**src/rtl/serial_arith_pkg.sv**
```systemverilog
// Shared definitions for the bit-serial arithmetic blocks (subtractor now, adder later).
// FSM state encodings are fixed so both blocks present identical state values.
package serial_arith_pkg;

    localparam logic [1:0] ST_IDLE  = 2'd0;
    localparam logic [1:0] ST_SHIFT = 2'd1;
    localparam logic [1:0] ST_DONE  = 2'd2;

    typedef enum logic [1:0] {
        IDLE  = ST_IDLE,
        SHIFT = ST_SHIFT,
        DONE  = ST_DONE
    } state_t;

endpackage

```
**src/rtl/half_subtractor.sv**
```systemverilog
// Combinational half subtractor: d = x - y with borrow-out bo.
module half_subtractor (
    input  logic x,
    input  logic y,
    output logic d,
    output logic bo
);

    assign d  = x ^ y;
    assign bo = ~x & y;

endmodule

```
**src/rtl/serial_subtractor.sv**
```systemverilog
// Bit-serial LSB-first subtractor producing (A - B) mod 2^WIDTH over WIDTH shift cycles.
// Optional signed-overflow output ovf_o is built when SERIAL_SUB_OVF_EN is defined.
module serial_subtractor #(
    parameter int WIDTH = 8
) (
    input  logic             clk,
    input  logic             rst_n,
    input  logic             start_i,
    input  logic [WIDTH-1:0] a_i,
    input  logic [WIDTH-1:0] b_i,
    output logic             busy_o,
    output logic             done_o,
    output logic [WIDTH-1:0] diff_o,
    output logic             borrow_o
`ifdef SERIAL_SUB_OVF_EN
    ,
    output logic             ovf_o
`endif
);

    import serial_arith_pkg::*;

    // One spare bit so the counter can hold WIDTH without wrapping.
    localparam int               CNT_W    = $clog2(WIDTH) + 1;
    localparam logic [CNT_W-1:0] CNT_LAST = CNT_W'(WIDTH - 1);

    state_t           state;
    logic [WIDTH-1:0] a_sh;
    logic [WIDTH-1:0] b_sh;
    logic [WIDTH-1:0] res;
    logic             br;
    logic [CNT_W-1:0] cnt;

    logic d_ab, bo_ab, d_bit, bo_br;

`ifdef SERIAL_SUB_OVF_EN
    logic a_msb, b_msb;
`endif

    // Two half subtractors chained through the borrow form one full-subtractor bit.
    half_subtractor u_hs_ab (
        .x  (a_sh[0]),
        .y  (b_sh[0]),
        .d  (d_ab),
        .bo (bo_ab)
    );

    half_subtractor u_hs_br (
        .x  (d_ab),
        .y  (br),
        .d  (d_bit),
        .bo (bo_br)
    );

    always_ff @(posedge clk) begin
        if (!rst_n) begin
            state    <= IDLE;
            busy_o   <= 1'b0;
            done_o   <= 1'b0;
            diff_o   <= '0;
            borrow_o <= 1'b0;
            a_sh     <= '0;
            b_sh     <= '0;
            res      <= '0;
            br       <= 1'b0;
            cnt      <= '0;
`ifdef SERIAL_SUB_OVF_EN
            a_msb    <= 1'b0;
            b_msb    <= 1'b0;
            ovf_o    <= 1'b0;
`endif
        end else begin
            done_o <= 1'b0;
            case (state)
                IDLE: begin
                    if (start_i) begin
                        a_sh   <= a_i;
                        b_sh   <= b_i;
                        res    <= '0;
                        br     <= 1'b0;
                        cnt    <= '0;
                        busy_o <= 1'b1;
                        state  <= SHIFT;
`ifdef SERIAL_SUB_OVF_EN
                        a_msb  <= a_i[WIDTH-1];
                        b_msb  <= b_i[WIDTH-1];
`endif
                    end
                end
                SHIFT: begin
                    a_sh <= a_sh >> 1;
                    b_sh <= b_sh >> 1;
                    res  <= {d_bit, res[WIDTH-1:1]};
                    br   <= bo_ab | bo_br;
                    cnt  <= cnt + CNT_W'(1);
                    if (cnt == CNT_LAST) begin
                        state <= DONE;
                    end
                end
                DONE: begin
                    diff_o   <= res;
                    borrow_o <= br;
                    done_o   <= 1'b1;
                    busy_o   <= 1'b0;
                    state    <= IDLE;
`ifdef SERIAL_SUB_OVF_EN
                    ovf_o    <= (a_msb != b_msb) && (res[WIDTH-1] != a_msb);
`endif
                end
                default: begin
                    state <= IDLE;
                end
            endcase
        end
    end

endmodule

```
**config.mk**
```make
export PLATFORM = sky130hd
export DESIGN_NAME = serial_subtractor
export DESIGN_NICKNAME = d
export VERILOG_FILES = /design/src/rtl/serial_arith_pkg.sv /design/src/rtl/half_subtractor.sv /design/src/rtl/serial_subtractor.sv
export SDC_FILE = /design/constraint.sdc
export NUM_CORES = 1
export LEC_CHECK = 0
export CAP_MARGIN = 20
export CORE_ASPECT_RATIO = 1.1
export CORE_MARGIN = 1
export CORE_UTILIZATION = 45
export DETAILED_ROUTE_END_ITERATION = 10
export MAX_ROUTING_LAYER = met4
export PLACE_DENSITY_LB_ADDON = 0.05
export REMOVE_ABC_BUFFERS = 1
export SLEW_MARGIN = 10
export SYNTH_ARGS = -nofsm -noshare
export SYNTH_HDL_FRONTEND = slang
export SYNTH_SLANG_ARGS = --single-unit
export TNS_END_PERCENT = 100
```
**constraint.sdc**
```tcl
create_clock -name clk -period 1.5 [get_ports clk]
set_input_delay 0.15 -clock clk [delete_from_list [all_inputs] [get_ports clk]]
set_output_delay 0.15 -clock clk [all_outputs]
set_load 0.01 [all_outputs]
```
# After elaboration in Yosys (flattened, before gate mapping)
# Index checks and enable logic that the tools add are counted.
dict set report totals {
  elab_cells 45
  regBits 42
  output_inout_bits 11
  in_bits 19
}
dict set report op_classes {
  n_reduce_logical 6
  bitwise 7
  eq_ne 5
  muxes 16
  n_addsub 1
}
# operator count
set op_table {}
lappend op_table {{$pmux W8 S2} 3}
lappend op_table {{$mux W8} 3}
lappend op_table {{$pmux W4 S2} 1}
lappend op_table {{$reduce_and A2 Y1} 3}
lappend op_table {{$add A4 B1 Y4 const B} 1}
lappend op_table {{$eq A4 B3 Y1 const B} 1}
lappend op_table {{$mux W2} 2}
lappend op_table {{$mux W4} 1}
lappend op_table {{$ne A2 B2 Y1 const B} 2}
lappend op_table {{$pmux W1 S2} 2}
lappend op_table {{$pmux W2 S2} 1}
lappend op_table {{$reduce_bool A2 Y1} 2}
lappend op_table {{$mux W1} 3}
lappend op_table {{$and A1 B1 Y1} 2}
lappend op_table {{$eq A2 B1 Y1 const B} 1}
lappend op_table {{$eq A2 B2 Y1 const B} 1}
lappend op_table {{$logic_not A2 Y1} 1}
lappend op_table {{$not A1 Y1} 2}
lappend op_table {{$xor A1 B1 Y1} 2}
lappend op_table {{$or A1 B1 Y1} 1}

# Depth between registers and ports, before layout
# Gate-level depths: netlist (run 1).
dict set report logic_depth {
  word_depth 5
  ltp_mapped 5
  ltp_nobuf 4
}

# By module
# A second synthesis (run 1) with hierarchy kept.
dict set report unflattened {
  hier_cells 191
  area_unflattened_um2 1730.4
}
# module area_per_inst_um2 seq_area_each_um2 instances cells_each
set by_module_without_submodules {}
lappend by_module_without_submodules {serial_subtractor 1690.4 840.8 1 185}
lappend by_module_without_submodules {half_subtractor 20.0 0.0 2 3}

# Least setup slack after synthesis (run 1)
# OpenSTA, ideal clock, no wires.
dict set report synth_timing {
  path_type {reg-to-reg}
  start {register state[1]}
  end {register a_sh[1]}
  path_stages_with_launch 6
  slack_ns 0.209
  arrival_time_ns 1.173
  setup_ns 0.117
  required_time_ns 1.383
  period_less_slack_ns 1.291
  path_buffers 2
  cell_sequence {dfxtp_1 > or3b_1 > buf_2 > buf_6 > o221ai_2 > nor2_1}
}
dict set report synth_between {
  elab_chain_cells 3
  word_cells_on_any_way 6
  classes_between {2 x eq/ne; 1 x mux; 3 x reduce/logical}
}
# element line
set synth_lines {}
lappend synth_lines {{start, declared} serial_subtractor.sv:27} ;# state_t state;
lappend synth_lines {{start signal, assigned} serial_subtractor.sv:57} ;# state <= IDLE;
lappend synth_lines {{start signal, assigned} serial_subtractor.sv:83} ;# state <= SHIFT;
lappend synth_lines {{start signal, assigned} serial_subtractor.sv:97} ;# state <= DONE;
lappend synth_lines {{$eq A2 B1 Y1 / $logic_not A2 Y1 (equally long branches)} serial_subtractor.sv:74} ;# case (state)
lappend synth_lines {{$reduce_bool A2 Y1 (no line) / $ne A2 B2 Y1 (equally long branches)} --}
lappend synth_lines {{$reduce_and A2 Y1 (no line)} --}
lappend synth_lines {{end signal, assigned} serial_subtractor.sv:77} ;# a_sh <= a_i;
lappend synth_lines {{end signal, assigned} serial_subtractor.sv:91} ;# a_sh <= a_sh >> 1;
lappend synth_lines {{end, declared} serial_subtractor.sv:28} ;# logic [WIDTH-1:0] a_sh;
# Parallel ways exist; a longest one is shown, timed or not.
# A chain may end at the register's enable or synchronous reset.

# Worst setup path in the final report (run 1)
dict set report layout_timing {
  start {register borrow_o}
  end {output borrow_o}
}
# element line
set layout_lines {}
lappend layout_lines {{start, declared} serial_subtractor.sv:14} ;# output logic borrow_o
lappend layout_lines {{start signal, assigned} serial_subtractor.sv:102} ;# borrow_o <= br;
# No word-level cell between the ends.

==> flow_metrics.py, run 1 <==
metrics = {
    "logic_synthesis": {
        "cell_area_after_synthesis_um2": 1630,
        "synth-warning-count": 0,
        "synth.ff_latch_count": 42,
        "synthesis.instances": 169,
        "synth_top_family_by_area": "compound AO/OA/AOI/OAI gates",
        "synth_top_cells_by_count": "sky130_fd_sc_hd__dfxtp_1 (42), sky130_fd_sc_hd__nor2_1 (31), sky130_fd_sc_hd__nand2_1 (23)",
        "synth_cell_types": 34,
        "seq_area_frac_synth": 0.516,
        "yosys.cell_count.top_type": "sky130_fd_sc_hd__dfxtp_1",
        "area_share_of_xor_xnor_cells_in_the_synthesized_design": 0,
        "synth_edf_count": 0,
        "synthArstFlopShare": 0,
        "yosys-mux-area-fraction": 0,
        "synth.top_cells.by_area": "sky130_fd_sc_hd__dfxtp_1 (52%), sky130_fd_sc_hd__o221ai_2 (9.2%), sky130_fd_sc_hd__nor2_1 (7.1%), sky130_fd_sc_hd__a22o_1 (5.4%), sky130_fd_sc_hd__nand2_1 (5.3%)",
        "synthFlopType": "sky130_fd_sc_hd__dfxtp_1",
        "share_of_the_synthesized_area_in_the_top_cell_type": 0.516,
        "synth_compound_area_frac": 0.246,
        "synth-adder-area-share": 0.0200,
        "yosys.area_share.simple": 0.173,
        "cell_taking_the_most_area_after_synthesis": "sky130_fd_sc_hd__dfxtp_1",
        "syn_area_per_cell_um2": 9.65,
    },
    "timing": {
        "fin_hold_ws_ns": 0.452,
        "unrepaired_setup_endpoints_after_global_routing": "no",
        "hold_violations": 0,
        "max_clock_freq_ghz": 0.710,
        "setup_ws_ns": 0.0920,
        "timing_worst_slew_pin_value_ns": 0.438,
        "final_total_negative_setup_slack_ns": 0,
        "finalClockSkew_ns": 0.0175,
        "final.period_utilization": 0.939,
        "final.min_clock_period_ns": 1.41,
        "setup_viol_count_final": 0,
        "slew-limit-headroom": 0.708,
        "maxSlewViolCount": 0,
    },
    "floorplan": {
        "dieHeight_um": 65.1,
        "dieArea_um2": 3870,
        "io_pins": 30,
        "placementRows": 22,
        "die_w_um": 59.4,
        "initial_core_util": 0.482,
        "core_area_um2": 3390,
    },
    "route": {
        "vias": 1353,
        "dr.pass1.iters": 4,
        "avgViaCountPerCell": 5.29,
        "detail_route.wl_per_cell_um": 13.0,
        "route.antenna.remaining_nets": 0,
        "post-route-drc-count": 0,
        "finalWirelength_mm": 3.32,
        "dr.first_iter.drc_count": 36,
    },
    "global_route": {
        "global_route_wire_length_before_repair_mm": 5.71,
        "first_global_vias": 1327,
        "global_route.usage.met1": 0.222,
        "antenna_violations_before_repair": 0,
        "met3_usage": 0.0512,
        "grt_start_max_net_pins": 18,
        "most_congested_layer_reported_by_global_routing": "met2",
        "met2_usage": 0.340,
        "grt_usage": 0.200,
        "grt_remaining_overflow": 0,
    },
    "job": {
        "maxCapViolations": 0,
    },
    "worst_hold_path": {
        "timing.hold.worst.class": "input port to register",
    },
    "clock_network": {
        "worstSkewPairLatency_ns": 0.35,
        "ctsResizeCount": 0,
        "cts_num_sinks": 42,
        "cts_buffer_depth": 2,
        "cts_root_buffer": "sky130_fd_sc_hd__clkbuf_4",
        "cts_made_buffers": 5,
        "cts_tree": "built",
        "ctsHtreeMaxLevel": 2,
        "post-cts-setup-buffer-count": 0,
        "cts_hold_repair.buffers": 0,
        "worst_setup_hold_path_clk_slew_ns": 0.13,
    },
    "status": {
        "outcome": "complete, no violations",
    },
    "critical_path": {
        "timing_worst_setup_path_type": "register to primary output",
        "cp-endpoint": "borrow_o",
        "path_max_fanout": 2,
        "timing.critical_path.buf_inv": 1,
        "worstReg2RegEnd": "a_sh[5]$_SDFFE_PN0P_",
        "worst-r2r-cell-count": 4,
        "timing.critical_path.arrival_ns": 1.26,
        "cp_data_required_time_ns": 1.35,
        "critical_path_cell_count": 1,
        "worst_path_max_delay_cell": "sky130_fd_sc_hd__clkdlybuf4s50_1",
        "critical-path-max-stage-delay_ns": 0.55,
        "r2r_setup_slack_ns": 0.13,
        "endpoint_kind": "primary output",
        "cpLargestDelayFamily": "buffers and inverters",
        "timing.critical_path.cells": "clkdlybuf4s50_1",
        "setup.worst_path.start": "borrow_o$_SDFFE_PN0P_",
        "r2r-start": "state[1]$_SDFFE_PN0P_",
        "crit_path_start_kind": "register",
    },
    "cells_and_area": {
        "design_area_um2": 2080,
        "area_growth_synth_to_finish_pct": 27.5,
        "final_layout_size_suffix_gt1_frac": 0.168,
        "antennaDiodeCount": 0,
        "final_net_count": 228,
    },
    "pwr": {
        "fin_total_pwr_uw": 2070,
        "leakagePower_uw": 0.000761,
        "max-vdd-ir-drop_v": 0.000565,
        "power_density_nw_per_um2": 996,
    },
    "place": {
        "placement.io_buffers": 29,
        "place.gp.congestion": 0.817,
        "dpl.hpwl_mm": 2.42,
        "place_ws_ns": -0.0747,
        "post_dp_cell_area_um2": 2020,
    },
}
[routing by layer]
metal / vias up / wire length [um]
met5: - / 0
met4: 0 / 35
met3: 4 / 192
met2: 44 / 1690
met1: 637 / 1410
li1: 668 / -
[how the worst min path moves through the flow]
stage | endpoint | from | cells past startpoint
floorplan | a_sh[1]$_SDFFE_PN0P_ | rst_n | 2
global placement | diff_o[4]$_SDFFE_PN0P_ | diff_o[4]$_SDFFE_PN0P_ | 2
detailed placement | diff_o[1]$_SDFFE_PN0P_ | diff_o[1]$_SDFFE_PN0P_ | 2
CTS | a_sh[7]$_SDFFE_PN0P_ | a_i[7] | 2
global route | a_sh[7]$_SDFFE_PN0P_ | a_i[7] | 2
finish | a_sh[7]$_SDFFE_PN0P_ | a_i[7] | 2
[sequential cells by signal, summed over array words and instances (netlist names), 2 cells and up]
name    cells
a_sh        8
b_sh        8
state       2
diff_o      8
res         8
cnt         4
[metrics by stage]
| step | instances | util |
|---|---|---|
| 4_1_cts | 256 | 0.614 |
| 3_5_place_dp | 248 | 0.598 |
| 3_3_place_gp | 248 | 0.598 |
| 6_report | 256 | 0.614 |
| 2_1_floorplan | 157 | - |
| 5_1_grt | 256 | 0.614 |
[cell type report]
class,instances,area (um2)
Fill cell,333,1310
Tap cell,48,60.1
Multi-Input combinational cell,112,716
Inverter,3,11.3
Sequential cell,42,841
Timing Repair Buffer,43,395
Clock buffer,6,41.3
Clock inverter,2,13.8
[report_power, final]
part	internal (uW)	switching [uW]	leakage [uW]
sequential	1180	42.3	0.000343
clock	184	361	0.0000322
combinational	153	152	0.000386
total	1510	555	0.000761
[cells in the final DEF (no fill, tap or decap), drive strengths merged, types with 2 or more instances in the layout]
master / count
a22o: 10
nand3: 2
clkinv: 2
nand2: 23
nor2: 32
inv: 3
a21oi: 12
dfxtp: 42
clkdlybuf4s50: 29
buf: 14
clkbuf: 6
o221ai: 14
[kinds of logic (layout without fill, tap and decap cells)]
family                     after synthesis  after routing
adders and majority gates                2              2
DFF                                     42             42
AOI/OAI and AO/OA                       44             44
buffers and inverters                   15             54
and+or+nand+nor                         66             66
(Power assumes the default switching activity.)
==> run 2: changes to the inputs <==
--- a/config.mk
+++ b/config.mk
@@ -12,9 +12,10 @@
 export DETAILED_ROUTE_END_ITERATION = 10
 export MAX_ROUTING_LAYER = met4
 export PLACE_DENSITY_LB_ADDON = 0.05
+export RECOVER_POWER = 100
 export REMOVE_ABC_BUFFERS = 1
 export SLEW_MARGIN = 10
 export SYNTH_ARGS = -nofsm -noshare
 export SYNTH_HDL_FRONTEND = slang
 export SYNTH_SLANG_ARGS = --single-unit
-export TNS_END_PERCENT = 100
+export TNS_END_PERCENT = 10
==> run 2 against run 1 <==
Compared with the run above: fmax grew 0.17%; count of clock-buffer cells in the layout is the same; sequential share of layout area grew 1.2 points; sequential power is essentially flat; flip-flop and latch count is the same; critical path type unchanged; largest cell class unchanged; largest power group unchanged.
==> flow_metrics.py, run 2 (synthesized netlist as in run 1, its figures left out) <==
metrics = {
    "status": {
        "outcome": "complete, no violations",
    },
    "clock_network": {
        "worst_setup_hold_path_clk_slew_ns": 0.13,
        "cts_hold_repair.buffers": 0,
        "cts_tree": "built",
        "worstSkewPairLatency_ns": 0.35,
        "cts_made_buffers": 5,
        "cts_buffer_depth": 2,
        "ctsHtreeMaxLevel": 2,
        "cts_root_buffer": "sky130_fd_sc_hd__clkbuf_4",
        "post-cts-setup-buffer-count": 0,
        "cts_num_sinks": 42,
        "ctsResizeCount": 0,
    },
    "route": {
        "vias": 1343,
        "finalWirelength_mm": 3.31,
        "route.antenna.remaining_nets": 0,
        "dr.pass1.iters": 4,
        "avgViaCountPerCell": 5.25,
        "post-route-drc-count": 0,
        "detail_route.wl_per_cell_um": 12.9,
        "dr.first_iter.drc_count": 34,
    },
    "pwr": {
        "fin_total_pwr_uw": 2040,
        "internal-power_uw": 1500,
        "comb_power_share": 0.137,
        "net_sw_frac": 0.264,
        "leakagePower_uw": 0.000753,
        "power_density_nw_per_um2": 1010,
        "clock_power_share": 0.267,
        "max-vdd-ir-drop_v": 0.000548,
        "power.net_switching_uw": 538,
        "seqPwrFrac": 0.596,
    },
    "critical_path": {
        "worst_path_max_delay_cell": "sky130_fd_sc_hd__clkdlybuf4s50_1",
        "critical-path-max-stage-delay_ns": 0.55,
        "crit_path_start_kind": "register",
        "endpoint_kind": "primary output",
        "cpLargestDelayFamily": "buffers and inverters",
        "timing_worst_setup_path_type": "register to primary output",
        "path_max_fanout": 2,
        "cp_data_required_time_ns": 1.35,
        "timing.critical_path.cells": "clkdlybuf4s50_1",
        "timing.critical_path.arrival_ns": 1.26,
        "timing.critical_path.buf_inv": 1,
    },
    "cells_and_area": {
        "antennaDiodeCount": 0,
        "most-common-layout-cells": "sky130_fd_sc_hd__dfxtp_1 (42), sky130_fd_sc_hd__nor2_1 (31), sky130_fd_sc_hd__clkdlybuf4s50_1 (28)",
        "area_growth_synth_to_finish_pct": 23.8,
        "final_util": 0.596,
        "final_net_count": 228,
        "mostFrequentLayoutCell": "sky130_fd_sc_hd__dfxtp_1",
        "final_layout_size_suffix_gt1_frac": 0.115,
    },
    "place": {
        "placement.io_buffers": 29,
        "dpl.hpwl_mm": 2.42,
        "place.gp.congestion": 0.817,
    },
    "floorplan": {
        "initial_core_util": 0.482,
        "placementRows": 22,
        "die_w_um": 59.4,
        "dieHeight_um": 65.1,
        "core_area_um2": 3390,
        "io_pins": 30,
        "dieArea_um2": 3870,
    },
    "timing": {
        "maxSlewViolCount": 0,
        "timing_worst_slew_pin_value_ns": 0.439,
        "slew-limit-headroom": 0.707,
        "setup_viol_count_final": 0,
        "max_clock_freq_ghz": 0.711,
        "final.min_clock_period_ns": 1.41,
        "unrepaired_setup_endpoints_after_global_routing": "no",
        "finalClockSkew_ns": 0.0156,
        "final.period_utilization": 0.937,
        "hold_violations": 0,
    },
    "job": {
        "maxCapViolations": 0,
    },
    "global_route": {
        "antenna_violations_before_repair": 0,
        "grt_remaining_overflow": 0,
        "grt_start_max_net_pins": 18,
        "global_route_wire_length_before_repair_mm": 5.71,
        "grt_usage": 0.200,
        "first_global_vias": 1327,
    },
    "worst_hold_path": {
        "timing.hold.worst.class": "input port to register",
    },
}
[run 2: worst paths after layout]
path         cells past startpoint                    from                endpoint  slack [ns]
min                              2                  a_i[7]    a_sh[7]$_SDFFE_PN0P_        0.44
max                              1   borrow_o$_SDFFE_PN0P_                borrow_o        0.09
max reg2reg                      4   state[1]$_SDFFE_PN0P_    a_sh[3]$_SDFFE_PN0P_        0.13
min reg2reg                      2  diff_o[1]$_SDFFE_PN0P_  diff_o[1]$_SDFFE_PN0P_        0.46
[run 2: layout make-up]
| cell class | instances | area (um2) |
|---|---|---|
| Multi-Input combinational cell | 112 | 666 |
| Sequential cell | 42 | 841 |
| Tap cell | 48 | 60.1 |
| Timing Repair Buffer | 43 | 385 |
| Inverter | 3 | 11.3 |
| Clock buffer | 6 | 41.3 |
| Clock inverter | 2 | 13.8 |
| Fill cell | 345 | 1370 |
[run 2: power by group through the flow]
stage	registers [uW]	logic, uW	clock network (uW)
floorplan	1240	158	0
global placement	1240	294	0
detailed placement	1240	306	0
CTS	1220	307	566
global route	1220	311	617
finish	1220	280	544
[run 2: through the flow]
stage | worst slack (ns) | setup TNS [ns] | hold slack, ns | cell area (um2) | cells
global route | 0.0366 | 0 | 0.434 | 2020 | 256
CTS | 0.0814 | 0 | 0.428 | 2080 | 256
finish | 0.0944 | 0 | 0.444 | 2020 | 256
detailed placement | -0.0747 | -0.779 | 0.446 | 2020 | 248
global placement | -0.0632 | -0.695 | 0.442 | 2020 | 248
floorplan | -0.0563 | -0.105 | 0.274 | 1570 | 157
[run 2: layer usage]
metal	wire length, um	vias to the layer above	global-route usage	part of all wire
met4	35	0	0.0744	0.011
li1	-	668	-	-
met5	0	-	-	0
met3	166	4	0.0512	0.050
met1	1410	634	0.222	0.43
met2	1700	37	0.340	0.51
